<file path="config.mk">
export PLATFORM = sky130hd
export DESIGN_NAME = cp0_exc_ctrl_flat
export DESIGN_NICKNAME = d
export VERILOG_FILES = /design/src/rtl/cp0_exc_ctrl_if.sv /design/src/rtl/cp0_exc_ctrl.sv /design/src/flat_wrapper.sv
export SDC_FILE = /design/constraint.sdc
export NUM_CORES = 1
export LEC_CHECK = 0
export ABC_AREA = 1
export BUFFER_PORTS_ARGS = -buffer_cell sky130_fd_sc_hd__buf_4
export CAP_MARGIN = 10
export CORE_ASPECT_RATIO = 1.1
export CORE_MARGIN = 10
export CORE_UTILIZATION = 30
export DETAILED_ROUTE_END_ITERATION = 16
export PLACE_DENSITY = 0.65
export SLEW_MARGIN = 30
export SYNTH_ARGS = -nofsm -noshare
export SYNTH_HDL_FRONTEND = slang
export SYNTH_SLANG_ARGS = --single-unit
</file>
<file path="constraint.sdc">
create_clock -name clk -period 2.3 [get_ports clk]
set_input_delay 0.46 -clock clk [delete_from_list [all_inputs] [get_ports clk]]
set_output_delay 0.46 -clock clk [all_outputs]
set_load 0.05 [all_outputs]
</file>
<file path="src/rtl/cp0_exc_ctrl_if.sv">
// WB-boundary bundle between the pipeline/CP0/fetch side (master) and the
// exception commit controller (slave).
interface cp0_exc_ctrl_if #(
    parameter int unsigned NUM_INT = 8
);
    logic               wb_valid;
    logic [31:0]        wb_pc;
    logic               wb_bd_in;
    logic [6:0]         wb_flags;
    logic [31:0]        wb_data_addr;
    logic               wb_is_eret;
    logic [NUM_INT-1:0] int_req;
    logic               status_ie;
    logic               status_exl;
    logic [31:0]        cp0_epc;
    logic               wb_ex;
    logic [4:0]         wb_excode;
    logic               wb_bd;
    logic [31:0]        wb_badvaddr;
    logic               eret_flush;
    logic               commit_en;
    logic               flush;
    logic               redirect_valid;
    logic [31:0]        redirect_pc;
    logic               redirect_ready;
    logic               busy;

    modport master (
        output wb_valid, wb_pc, wb_bd_in, wb_flags, wb_data_addr, wb_is_eret,
               int_req, status_ie, status_exl, cp0_epc, redirect_ready,
        input  wb_ex, wb_excode, wb_bd, wb_badvaddr, eret_flush, commit_en,
               flush, redirect_valid, redirect_pc, busy
    );

    modport slave (
        input  wb_valid, wb_pc, wb_bd_in, wb_flags, wb_data_addr, wb_is_eret,
               int_req, status_ie, status_exl, cp0_epc, redirect_ready,
        output wb_ex, wb_excode, wb_bd, wb_badvaddr, eret_flush, commit_en,
               flush, redirect_valid, redirect_pc, busy
    );
endinterface

</file>
<file path="src/rtl/cp0_exc_ctrl.sv">
// Exception/interrupt/ERET commit controller at the WB boundary: decides
// commit vs. trap each cycle and runs the redirect handshake with fetch.
module cp0_exc_ctrl #(
    parameter logic [31:0] EXC_VECTOR = 32'hBFC00380
) (
    input logic           clk,
    input logic           reset,
    cp0_exc_ctrl_if.slave bus
);
    typedef enum logic {IDLE, REDIRECT} state_e;

    state_e      state_q, state_d;
    logic        int_pend_q, int_pend_d;
    logic [31:0] redirect_pc_q, redirect_pc_d;

    logic        idle;
    logic        event_hit;
    logic        take_ex;
    logic        take_eret;
    logic [4:0]  excode;
    logic [31:0] badvaddr;

    assign idle      = (state_q == IDLE);
    assign event_hit = int_pend_q | (|bus.wb_flags);
    assign take_ex   = idle & bus.wb_valid & event_hit;
    assign take_eret = idle & bus.wb_valid & ~event_hit & bus.wb_is_eret;

    // Fixed priority; the interrupt outranks every synchronous exception.
    always_comb begin
        excode   = '0;
        badvaddr = '0;
        if (int_pend_q) begin
            excode = 5'd0;
        end else if (bus.wb_flags[0]) begin
            excode   = 5'd4;
            badvaddr = bus.wb_pc;
        end else if (bus.wb_flags[1]) begin
            excode = 5'd10;
        end else if (bus.wb_flags[2]) begin
            excode = 5'd12;
        end else if (bus.wb_flags[3]) begin
            excode = 5'd8;
        end else if (bus.wb_flags[4]) begin
            excode = 5'd9;
        end else if (bus.wb_flags[5]) begin
            excode   = 5'd4;
            badvaddr = bus.wb_data_addr;
        end else if (bus.wb_flags[6]) begin
            excode   = 5'd5;
            badvaddr = bus.wb_data_addr;
        end
    end

    always_comb begin
        state_d       = state_q;
        redirect_pc_d = redirect_pc_q;
        int_pend_d    = (|bus.int_req) & bus.status_ie & ~bus.status_exl;
        if (idle) begin
            if (take_ex) begin
                state_d       = REDIRECT;
                redirect_pc_d = EXC_VECTOR;
            end else if (take_eret) begin
                state_d       = REDIRECT;
                redirect_pc_d = bus.cp0_epc;
            end
        end else if (bus.redirect_ready) begin
            state_d = IDLE;
        end
    end

    always_ff @(posedge clk) begin
        if (reset) begin
            state_q       <= IDLE;
            int_pend_q    <= 1'b0;
            redirect_pc_q <= '0;
        end else begin
            state_q       <= state_d;
            int_pend_q    <= int_pend_d;
            redirect_pc_q <= redirect_pc_d;
        end
    end

    assign bus.wb_ex          = take_ex;
    assign bus.wb_excode      = take_ex ? excode : 5'd0;
    assign bus.wb_bd          = take_ex & bus.wb_bd_in;
    assign bus.wb_badvaddr    = take_ex ? badvaddr : 32'd0;
    assign bus.eret_flush     = take_eret;
    assign bus.commit_en      = idle & bus.wb_valid & ~event_hit & ~bus.wb_is_eret;
    assign bus.flush          = take_ex | take_eret | ~idle;
    assign bus.redirect_valid = ~idle;
    assign bus.redirect_pc    = redirect_pc_q;
    assign bus.busy           = ~idle;
endmodule

</file>
<file path="src/flat_wrapper.sv">
// flat-port wrapper written by rule: the top's interface ports become plain ports
module cp0_exc_ctrl_flat 
#(
    parameter logic [31:0] EXC_VECTOR = 32'hBFC00380
)
  (clk, reset, bus_wb_valid, bus_wb_pc, bus_wb_bd_in, bus_wb_flags, bus_wb_data_addr, bus_wb_is_eret, bus_int_req, bus_status_ie, bus_status_exl, bus_cp0_epc, bus_redirect_ready, bus_wb_ex, bus_wb_excode, bus_wb_bd, bus_wb_badvaddr, bus_eret_flush, bus_commit_en, bus_flush, bus_redirect_valid, bus_redirect_pc, bus_busy);
  cp0_exc_ctrl_if #(.NUM_INT(8)) bus_i ();
  input logic clk;
  input logic reset;
  input wire logic [$bits(bus_i.wb_valid)-1:0] bus_wb_valid;
  input wire logic [$bits(bus_i.wb_pc)-1:0] bus_wb_pc;
  input wire logic [$bits(bus_i.wb_bd_in)-1:0] bus_wb_bd_in;
  input wire logic [$bits(bus_i.wb_flags)-1:0] bus_wb_flags;
  input wire logic [$bits(bus_i.wb_data_addr)-1:0] bus_wb_data_addr;
  input wire logic [$bits(bus_i.wb_is_eret)-1:0] bus_wb_is_eret;
  input wire logic [$bits(bus_i.int_req)-1:0] bus_int_req;
  input wire logic [$bits(bus_i.status_ie)-1:0] bus_status_ie;
  input wire logic [$bits(bus_i.status_exl)-1:0] bus_status_exl;
  input wire logic [$bits(bus_i.cp0_epc)-1:0] bus_cp0_epc;
  input wire logic [$bits(bus_i.redirect_ready)-1:0] bus_redirect_ready;
  output wire logic [$bits(bus_i.wb_ex)-1:0] bus_wb_ex;
  output wire logic [$bits(bus_i.wb_excode)-1:0] bus_wb_excode;
  output wire logic [$bits(bus_i.wb_bd)-1:0] bus_wb_bd;
  output wire logic [$bits(bus_i.wb_badvaddr)-1:0] bus_wb_badvaddr;
  output wire logic [$bits(bus_i.eret_flush)-1:0] bus_eret_flush;
  output wire logic [$bits(bus_i.commit_en)-1:0] bus_commit_en;
  output wire logic [$bits(bus_i.flush)-1:0] bus_flush;
  output wire logic [$bits(bus_i.redirect_valid)-1:0] bus_redirect_valid;
  output wire logic [$bits(bus_i.redirect_pc)-1:0] bus_redirect_pc;
  output wire logic [$bits(bus_i.busy)-1:0] bus_busy;
  assign bus_i.wb_valid = bus_wb_valid;
  assign bus_i.wb_pc = bus_wb_pc;
  assign bus_i.wb_bd_in = bus_wb_bd_in;
  assign bus_i.wb_flags = bus_wb_flags;
  assign bus_i.wb_data_addr = bus_wb_data_addr;
  assign bus_i.wb_is_eret = bus_wb_is_eret;
  assign bus_i.int_req = bus_int_req;
  assign bus_i.status_ie = bus_status_ie;
  assign bus_i.status_exl = bus_status_exl;
  assign bus_i.cp0_epc = bus_cp0_epc;
  assign bus_i.redirect_ready = bus_redirect_ready;
  assign bus_wb_ex = bus_i.wb_ex;
  assign bus_wb_excode = bus_i.wb_excode;
  assign bus_wb_bd = bus_i.wb_bd;
  assign bus_wb_badvaddr = bus_i.wb_badvaddr;
  assign bus_eret_flush = bus_i.eret_flush;
  assign bus_commit_en = bus_i.commit_en;
  assign bus_flush = bus_i.flush;
  assign bus_redirect_valid = bus_i.redirect_valid;
  assign bus_redirect_pc = bus_i.redirect_pc;
  assign bus_busy = bus_i.busy;
  cp0_exc_ctrl #(.EXC_VECTOR(EXC_VECTOR)) u_core (.clk(clk), .reset(reset), .bus(bus_i));
endmodule
</file>
==> flow_metrics.tcl, run 1 <==
set metrics [dict create \
    worst_hold_path_type "in -> reg" \
    grt_pass1_vias 2832 \
    cp.required_ns 1.84 \
    p_switching_mw 0.765 \
    path_clk_slew_ns 0.07 \
    htreeDepth 2 \
    rsz0062_at_grt "true" \
    area_growth_pct 93.0 \
    netSwitchingFraction 0.388 \
    p_seq_frac 0.334 \
    startpoint "bus_wb_flags[2]" \
    design_area_um2 4090 \
    ys_types 26 \
    final_common_cell "buf_4" \
    holdPathEnd "u_core.bus.redirect_pc[0]" \
    critPathArrivalTime_ns 1.75 \
    root_buffer "clkbuf_8" \
    cts_setup_buffers 0 \
    hold_viol 0 \
    dpl-instance-area_um2 3970 \
    firstDrtPassIters 4 \
    finalMaxSlewViolations 0 \
    status "completed" \
    power.density_nw_per_um2 483 \
    syn_area_um2 2120 \
    hp-start "bus_cp0_epc[0]" \
    drtIter0Drc 130 \
    worst-r2r-cell-count 8 \
    num_io_pins 195 \
    clk_path_buf_depth 2 \
    timing.final.crit_share 0.963 \
    ys_ff_latch 34 \
    setup_viol 0 \
    cts_hold_buf 0 \
    dpl.hpwl_um 8220 \
    place_congestion 0.771 \
    ir_drop_uv 421 \
    maxCapViolCount 0 \
    total_power_mw 1.97 \
    antenna_found_initial 0 \
    yosys_warnings 0 \
    wire_per_inst_um 16.6 \
    vias 2872 \
    combPwrFrac 0.447 \
    yosysSeqAreaShare 0.321 \
    syn_area_per_cell_um2 6.40 \
    criticalPathCategory "in -> out" \
    die-height_um 108 \
    skew_ns 0.00373 \
    die_width_um 100 \
    antenna_left 0 \
    die-area_um2 10800 \
    core_area_um2 6930 \
    rr_startpoint "u_core.int_pend_q" \
    tns_ns 0 \
    critical_path_peak_fanout 10 \
    clkPwrFrac 0.220 \
    viasPerCell 4.76 \
    worstSetupStartpointType "input pin" \
    port_buffers 193 \
    floorplan.rows 32 \
    grt_first_pass_wirelength_um 15100 \
    drc 0 \
    worst-r2r-setup-slack_ns 0.74 \
    nets 638 \
    grtUsageTotal 0.171 \
    cts_resized 0 \
    end_kind "output port" \
    cts_tree "done" \
    drt-total-wl_um 10000 \
    grt_overflow_total 0 \
    r2r-end "u_core.bus.redirect_pc[14]" \
    worst_skew_pair.late_latency_ns 0.27 \
    setup_ws_ns 0.0857 \
    numCtsBuffers 5 \
    start_util 0.306 \
    diodes 0 \
    period_needed_ns 2.21 \
    syn_nets 450 \
    intPower_mw 1.21 \
    timing.hold.ws_ns 0.437 \
    mostFrequentLayoutCells "buf_4 (203), nor2_1 (49), inv_1 (42), nand2_1 (37), dfxtp_1 (34)" \
    cts_num_sinks 34 \
    drive_gt1_frac 0.508 \
    synthCells 331 \
    min_delay_path_depth 3 \
    grt_max_degree 42 \
    place_ws_ns 0.0783 \
    fmax_ghz 0.452 \
    leakagePower_nw 2.02 \
]
-- worst max-delay path by stage --
stage          cells past startpoint             endpoint
2_1_floorplan                      8  bus_wb_badvaddr[12]
3_3_place_gp                       8            bus_flush
3_5_place_dp                       9   bus_wb_badvaddr[0]
4_1_cts                            9   bus_wb_badvaddr[0]
5_1_grt                            8            bus_flush
6_report                           8            bus_flush
-- state kept, by name (all words and copies together), names as in the netlist --
register                cells
u_core.bus.redirect_pc     32
u_core.bus.busy             1
u_core.int_pend_q           1
-- Yosys cell counts --
master	instances	area, um2
a21oi_1	3	15.0
a22oi_1	32	240
buf_2	11	55.1
buf_4	7	52.6
clkbuf_1	8	30.0
clkbuf_2	1	5.00
conb_1	1	3.75
dfxtp_1	34	681
inv_1	42	158
inv_2	1	3.75
nand2_1	37	139
nand2_2	3	18.8
nand3_1	21	105
nand3_4	1	17.5
nand4_1	12	75.1
nor2_1	83	312
nor2_2	2	12.5
nor2_4	2	22.5
nor3_1	4	20.0
nor3_2	1	10.0
nor4_1	2	12.5
o21ai_0	15	75.1
o21ai_1	5	25.0
o21ai_4	1	16.3
o21bai_1	1	7.51
or2_2	1	6.26
-- kinds of logic after synthesis --
kind of cell / share of synthesized area
other: 0.00177
flip-flops: 0.321
AND/OR/NAND/NOR: 0.354
buffers and inverters: 0.144
AO/OA/AOI/OAI: 0.179
-- area by class of cell --
| type | instances | area [um2] |
|---|---|---|
| Clock buffer | 6 | 82.6 |
| Inverter | 43 | 161 |
| Tap cell | 85 | 106 |
| Multi-Input combinational cell | 227 | 1430 |
| Fill cell | 668 | 2840 |
| Timing Repair Buffer | 208 | 1630 |
| Sequential cell | 34 | 681 |
-- stage by stage --
stage,std cells,utilization
global route,603,0.590
global placement,596,0.573
floorplan,331,-
CTS,602,0.585
finish,603,0.590
detailed placement,596,0.573
-- power by group through the flow --
stage / Combinational, mW / Clock, mW / Sequential (mW)
global placement: 0.867 / 0 / 0.670
finish: 0.881 / 0.434 / 0.659
detailed placement: 0.877 / 0 / 0.672
CTS: 0.879 / 0.450 / 0.659
global route: 0.943 / 0.468 / 0.664
floorplan: 0.385 / 0 / 0.820
-- worst max-delay path: stages --
cell and delay (ns):
buf_4 0.12, nor2_1 0.13, nand2_2 0.14, o21ai_4 0.18, buf_4 0.19, nand2_2 0.07, or2_2 0.26, buf_4 0.19
-- per-layer routing --
layer,global-route usage,vias up,wire [um]
met5,0,-,0
met1,0.197,1261,4010
met2,0.292,155,4910
li1,-,1448,-
met3,0.0651,8,1000
met4,0.0404,0,117
Note: power is estimated with default switching activity, not from simulation.
==> run 2: changes to the inputs <==
Settings changed: ABC_AREA 1 to not set, PLACE_DENSITY 0.65 to 0.71.
==> run 2 against run 1 <==
The flow now finishes with violations (setup timing). Non-clock buffer count rose by 10. First-iteration DRC count fell by 35%. Flip-flop and latch count did not move. Register-to-register slack got worse by 0.18 ns. Worst setup slack got worse by 0.40 ns. Synthesized cell count fell by 42%. Combinational power fell by 16%. Sequential share of layout area fell by 0.32 points. Clock skew rose by 0.00072 ns. Via count fell by 15%. Power fell by 10%. Routed wire length fell by 0.65%.
==> flow_metrics.tcl, run 2 <==
set metrics [dict create \
    synthFlopType "dfxtp_1" \
    grt_max_degree 36 \
    end_kind "output port" \
    worst-r2r-cell-count 5 \
    firstDrtPassIters 6 \
    final_common_cell "buf_4" \
    path_cells "buf_6 -> or4_4 -> buf_6 -> nor3_4 -> buf_6 -> buf_8 -> a22oi_1 -> nor2_4 -> buf_6" \
    grt_first_pass_wirelength_um 14400 \
    viasPerCell 5.17 \
    die_width_um 92.2 \
    floorplan.rows 28 \
    cpMostUsedCell "buf_6" \
    synth_top_area_share 0.396 \
    antenna_found_initial 0 \
    total_power_mw 1.77 \
    worst_skew_pair.late_latency_ns 0.27 \
    leakagePower_nw 1.85 \
    root_buffer "clkbuf_8" \
    nets 515 \
    ir_drop_uv 520 \
    violations "setup timing" \
    cts_tree "done" \
    period_needed_ns 2.61 \
    cp_slowest_cell "or4_4" \
    yosys-top-cells-area "dfxtp_1 (40%), a22oi_1 (14%), a22o_1 (10%)" \
    holdPathEnd "u_core.bus.redirect_pc[30]" \
    critPathArrivalTime_ns 2.15 \
    fillers 404 \
    cp_slowest_stage_delay_ns 0.56 \
    cp.required_ns 1.84 \
    vias 2434 \
    setup_viol 39 \
    grtUsageTotal 0.194 \
    setup_ws_ns -0.312 \
    critical_path_peak_fanout 12 \
    antenna_left 0 \
    ys_types 31 \
    port_buffers 193 \
    htreeDepth 2 \
    die-height_um 99.4 \
    synth_async_sr_flop_share 0 \
    path_clk_slew_ns 0.07 \
    criticalPathCategory "in -> out" \
    grt_overflow_total 0 \
    place_congestion 0.808 \
    wire_per_inst_um 21.2 \
    cts_hold_buf 0 \
    drc 0 \
    rr_startpoint "u_core.int_pend_q" \
    synth_top_cells_by_count "nor2_1 (36), dfxtp_1 (34), a22oi_1 (32), a22o_1 (20), clkbuf_1 (10)" \
    synth.most_common_cell "nor2_1" \
    dpl.hpwl_um 7590 \
    final_core_util 0.763 \
    numCtsBuffers 5 \
    synthCells 192 \
    drtIter0Drc 85 \
    yosysSeqAreaShare 0.396 \
    num_io_pins 195 \
    start_util 0.315 \
    synth_edf_count 0 \
    mostFrequentLayoutCells "buf_4 (162), dfxtp_1 (34), nor2_4 (31), a22oi_1 (29), buf_8 (24)" \
    worst_hold_path_type "in -> reg" \
    diodes 0 \
    syn_area_per_cell_um2 8.96 \
    status "finished, violations left" \
    maxCapViolCount 0 \
    power.density_nw_per_um2 424 \
    core_area_um2 5470 \
    timing.hold.ws_ns 0.390 \
    r2r-end "u_core.bus.redirect_pc[21]" \
    syn_nets 311 \
    area_growth_pct 142 \
    finalMaxSlewViolations 0 \
    fmax_ghz 0.383 \
    hp-start "bus_cp0_epc[30]" \
    clk_path_buf_depth 2 \
    tns_ns -9.19 \
    drive_gt1_frac 0.712 \
    timing.final.crit_share 1.14 \
    grt_pass1_vias 2652 \
    rsz0062_at_grt "true" \
    min_delay_path_depth 2 \
    drt-total-wl_um 9970 \
    die-area_um2 9170 \
    hold_viol 0 \
    largest_register_ffs 32 \
    synth_area_leader_cell "dfxtp_1" \
    worst-r2r-setup-slack_ns 0.56 \
    ys_ff_latch 34 \
    yosys_warnings 0 \
    skew_ns 0.00445 \
    cts_num_sinks 34 \
    worstSetupStartpointType "input pin" \
    syn_area_um2 1720 \
]
run 2: worst max-delay path, delay by kind of cell:
family | cells | cell delay [ns]
AO/OA/AOI/OAI | 1 | 0.11
buffers and inverters | 5 | 0.69
AND/OR/NAND/NOR | 3 | 0.89
run 2: report_power, final:
group | internal (mW) | switching, mW
Clock | 0.203 | 0.202
Sequential | 0.609 | 0.0122
Combinational | 0.346 | 0.397
run 2: what timing repair did:
item / 4_1_cts / 5_1_grt
endpoints found under the setup margin: 40 / 40
buffers inserted: 3 / 2
gates resized for setup: 65 / 15
cloned: 1 / 1
pin swaps: 4 / 2
run 2: kinds of logic after synthesis:
logic type,after synthesis,share of synthesized area
AOI/OAI and AO/OA,72,0.361
buffers and inverters,24,0.0720
DFF,34,0.396
other,1,0.00218
and+or+nand+nor,61,0.169
run 2: stage by stage:
stage / setup slack, ns / instance area, um2 / std cells
5_1_grt: -0.360 / 4170 / 471
3_5_place_dp: -0.310 / 3680 / 458
4_1_cts: -0.275 / 4070 / 468
2_1_floorplan: -0.213 / 2080 / 192
6_report: -0.312 / 4170 / 471
3_3_place_gp: -0.290 / 3680 / 458
run 2: how the worst max path moves through the flow:
| stage | startpoint | end | slack, ns | cells after the start |
|---|---|---|---|---|
| after floorplan | bus_wb_flags[3] | bus_commit_en | -0.21 | 4 |
| after global placement | bus_wb_flags[3] | bus_flush | -0.29 | 6 |
| after detailed placement | bus_wb_flags[3] | bus_wb_badvaddr[28] | -0.31 | 8 |
| after CTS | bus_wb_flags[3] | bus_wb_badvaddr[29] | -0.28 | 7 |
| after global routing | bus_wb_flags[3] | bus_wb_badvaddr[9] | -0.36 | 9 |
| final | bus_wb_flags[3] | bus_wb_badvaddr[16] | -0.31 | 9 |
run 2: final cells by class:
| type | count | area [um2] | share of cell area |
|---|---|---|---|
| clock buffer | 5 | 68.8 | 0.0165 |
| clock inverter | 2 | 10.0 | 0.00240 |
| inverter | 3 | 13.8 | 0.00330 |
| multi-input combinational | 134 | 1260 | 0.302 |
| sequential | 34 | 681 | 0.163 |
| tap | 75 | 93.8 | 0.0225 |
| timing repair buffer | 218 | 2040 | 0.490 |
run 2: per-layer routing:
layer,global-route usage,part of all wire
met2,0.367,0.53
met4,0.0392,0.012
met5,0,0
met3,0.0707,0.097
met1,0.199,0.36
==> run 3: changes to the inputs <==
Settings changed: BUFFER_PORTS_ARGS -buffer_cell sky130_fd_sc_hd__buf_4 to not set, CTS_CLUSTER_SIZE set to 16, DONT_BUFFER_PORTS set to 1, PLACE_DENSITY 0.71 to 0.42.
==> run 3 against run 2 <==
The flow still finishes with violations (setup timing). Sequential power up 10%. Clock power up 32%. Hold slack worse by 0.084 ns. Clock skew down 0.0015 ns. Count of clock-buffer cells in the layout up 1. Global-route usage down 4.6 points. Critical path type unchanged. First-iteration DRC count down 59%. Sequential share of layout area up 11 points. Worst setup slack better by 0.21 ns. Design area down 39%. Register-to-register slack about the same.
==> flow_metrics.tcl, run 3 (synthesis results as in run 2) <==
set metrics [dict create \
    port_buffers 0 \
    hp-start "bus_status_ie" \
    hold_viol 0 \
    r2r-end "u_core.bus.redirect_pc[25]" \
    num_io_pins 195 \
    setup_viol 39 \
    tns_ns -2.26 \
    area_growth_pct 47.1 \
    ir_drop_uv 509 \
    clk_path_buf_depth 2 \
    viasPerCell 5.93 \
    p_switching_mw 0.522 \
    critical_path_peak_fanout 4 \
    timing.final.crit_share 1.04 \
    die_width_um 92.2 \
    cpMostUsedCell "or4_4" \
    grtUsageMet1 0.136 \
    cts_num_sinks 34 \
    core_area_um2 5470 \
    grt_max_degree 39 \
    antenna_left 0 \
    drtIter0Drc 35 \
    path_buf_inv 1 \
    skew_ns 0.00298 \
    netSwitchingFraction 0.324 \
    max_slew.worst_pin.slew_ns 0.592 \
    cp.required_ns 1.84 \
    crit_cells 4 \
    worst-r2r-setup-slack_ns 0.55 \
    cts_hold_buf 0 \
    criticalPathCategory "in -> out" \
    grtUsageTotal 0.148 \
    intPower_mw 1.09 \
    period_needed_ns 2.40 \
    wire_per_inst_um 26.5 \
    mostFrequentLayoutCells "nor2_4 (33), dfxtp_1 (32), a22oi_1 (31), a22o_1 (20), o221a_1 (9)" \
    min_delay_path_depth 2 \
    largest_register_ffs 32 \
    rr_startpoint "u_core.int_pend_q" \
    worst-r2r-cell-count 4 \
    design_area_um2 2530 \
    antenna_found_initial 0 \
    worst_skew_pair.late_latency_ns 0.27 \
    die-height_um 99.4 \
    root_buffer "clkbuf_8" \
    violations "setup timing" \
    met2_usage 0.279 \
    power.density_nw_per_um2 637 \
    grt_pass1_vias 1737 \
    rsz0062_at_grt "true" \
    p_seq_frac 0.426 \
    total_power_mw 1.61 \
    cts_tree "done" \
    place_ws_ns -0.190 \
    leakagePower_nw 0.839 \
    cp_slowest_cell "or4_4" \
    htreeDepth 2 \
    path_clk_slew_ns 0.06 \
    setup_ws_ns -0.0994 \
    vias 1655 \
    slew_headroom 0.605 \
    path_cells "or4_4 -> or4_4 -> nor3_4 -> buf_12" \
    maxCapViolCount 0 \
    fmax_ghz 0.417 \
    nets 323 \
    firstDrtPassIters 5 \
    holdPathEnd "u_core.int_pend_q" \
    numCtsBuffers 5 \
    cp_slowest_stage_delay_ns 0.58 \
    drive_gt1_frac 0.446 \
    start_util 0.315 \
    clkPwrFrac 0.332 \
    dpl.hpwl_um 6140 \
    met3_usage 0.0699 \
    floorplan.rows 28 \
    grt_overflow_total 0 \
    timing.hold.ws_ns 0.306 \
    path_delay_family "simple AND/OR/NAND/NOR gates" \
    grt_first_pass_wirelength_um 10700 \
    status "finished, violations left" \
    place_congestion 0.771 \
    top_usage_layer "met2" \
    final_common_cell "nor2_4" \
    die-area_um2 9170 \
    end_kind "output port" \
    worst_hold_path_type "in -> reg" \
    drc 0 \
    dpl-instance-area_um2 2250 \
    worstSetupStartpointType "input pin" \
    diodes 0 \
    finalMaxSlewViolations 0 \
    drt-total-wl_um 7400 \
    critPathArrivalTime_ns 1.94 \
    combPwrFrac 0.242 \
]
==> run 3: cell types whose count changed in the layout (fill, tap and decap cells not counted), sizes merged <==
cell	previous run	this run
bufinv	0	1
buf	216	26
clkinv	2	0
bufbuf	1	0
==> run 3: timing repair <==
| item | in CTS | in global routing |
|---|---|---|
| setup endpoints to repair | 39 | 41 |
| pin swaps | 29 | 21 |
| setup buffers | 9 | 1 |
| resized for setup | 25 | 10 |
| cloned | 1 | 0 |
==> run 3: per-layer routing <==
metal | vias to the layer above | share of wire
met5 | - | 0
met4 | 0 | 0.015
met3 | 10 | 0.11
met2 | 132 | 0.54
met1 | 768 | 0.33
li1 | 745 | -
==> run 3: worst reg2reg max path: stages (launching register included) <==
cell and delay, ns:
dfxtp_4 0.36, or4_4 0.59, buf_4 0.18, o21a_4 0.25, o221a_2 0.27
==> run 3: per-stage QoR <==
| step | std cells | util |
|---|---|---|
| after CTS | 280 | 0.462 |
| after global routing | 279 | 0.463 |
| after floorplan | 192 | - |
| after global placement | 266 | 0.412 |
| after detailed placement | 266 | 0.412 |
| final | 279 | 0.463 |
==> run 3: final cells by class <==
type                    instances  area [um2]
fillers                       510        2940
multi-input cells             134        1270
flip-flops and latches         34         686
repair buffers                 26         347
well taps                      75        93.8
clock buffers                   6        82.6
clock inverters                 1        30.0
inverters                       3        18.8
==> run 3: power by group through the flow <==
stage | Sequential (mW) | Combinational [mW] | Clock [mW]
2_1_floorplan | 0.699 | 0.314 | 0
6_report | 0.686 | 0.389 | 0.535
4_1_cts | 0.688 | 0.394 | 0.553
3_5_place_dp | 0.700 | 0.358 | 0
3_3_place_gp | 0.700 | 0.352 | 0
5_1_grt | 0.688 | 0.408 | 0.573
==> run 3: worst max-delay path by stage <==
| stage | from | endpoint | slack (ns) |
|---|---|---|---|
| finish | bus_wb_flags[3] | bus_commit_en | -0.1 |
| global route | bus_wb_flags[3] | bus_wb_badvaddr[15] | -0.14 |
| CTS | bus_wb_flags[1] | bus_wb_excode[3] | -0.12 |
| detailed placement | bus_wb_flags[3] | bus_flush | -0.19 |
| global placement | bus_wb_flags[3] | bus_flush | -0.20 |
| floorplan | bus_wb_flags[3] | bus_commit_en | -0.21 |
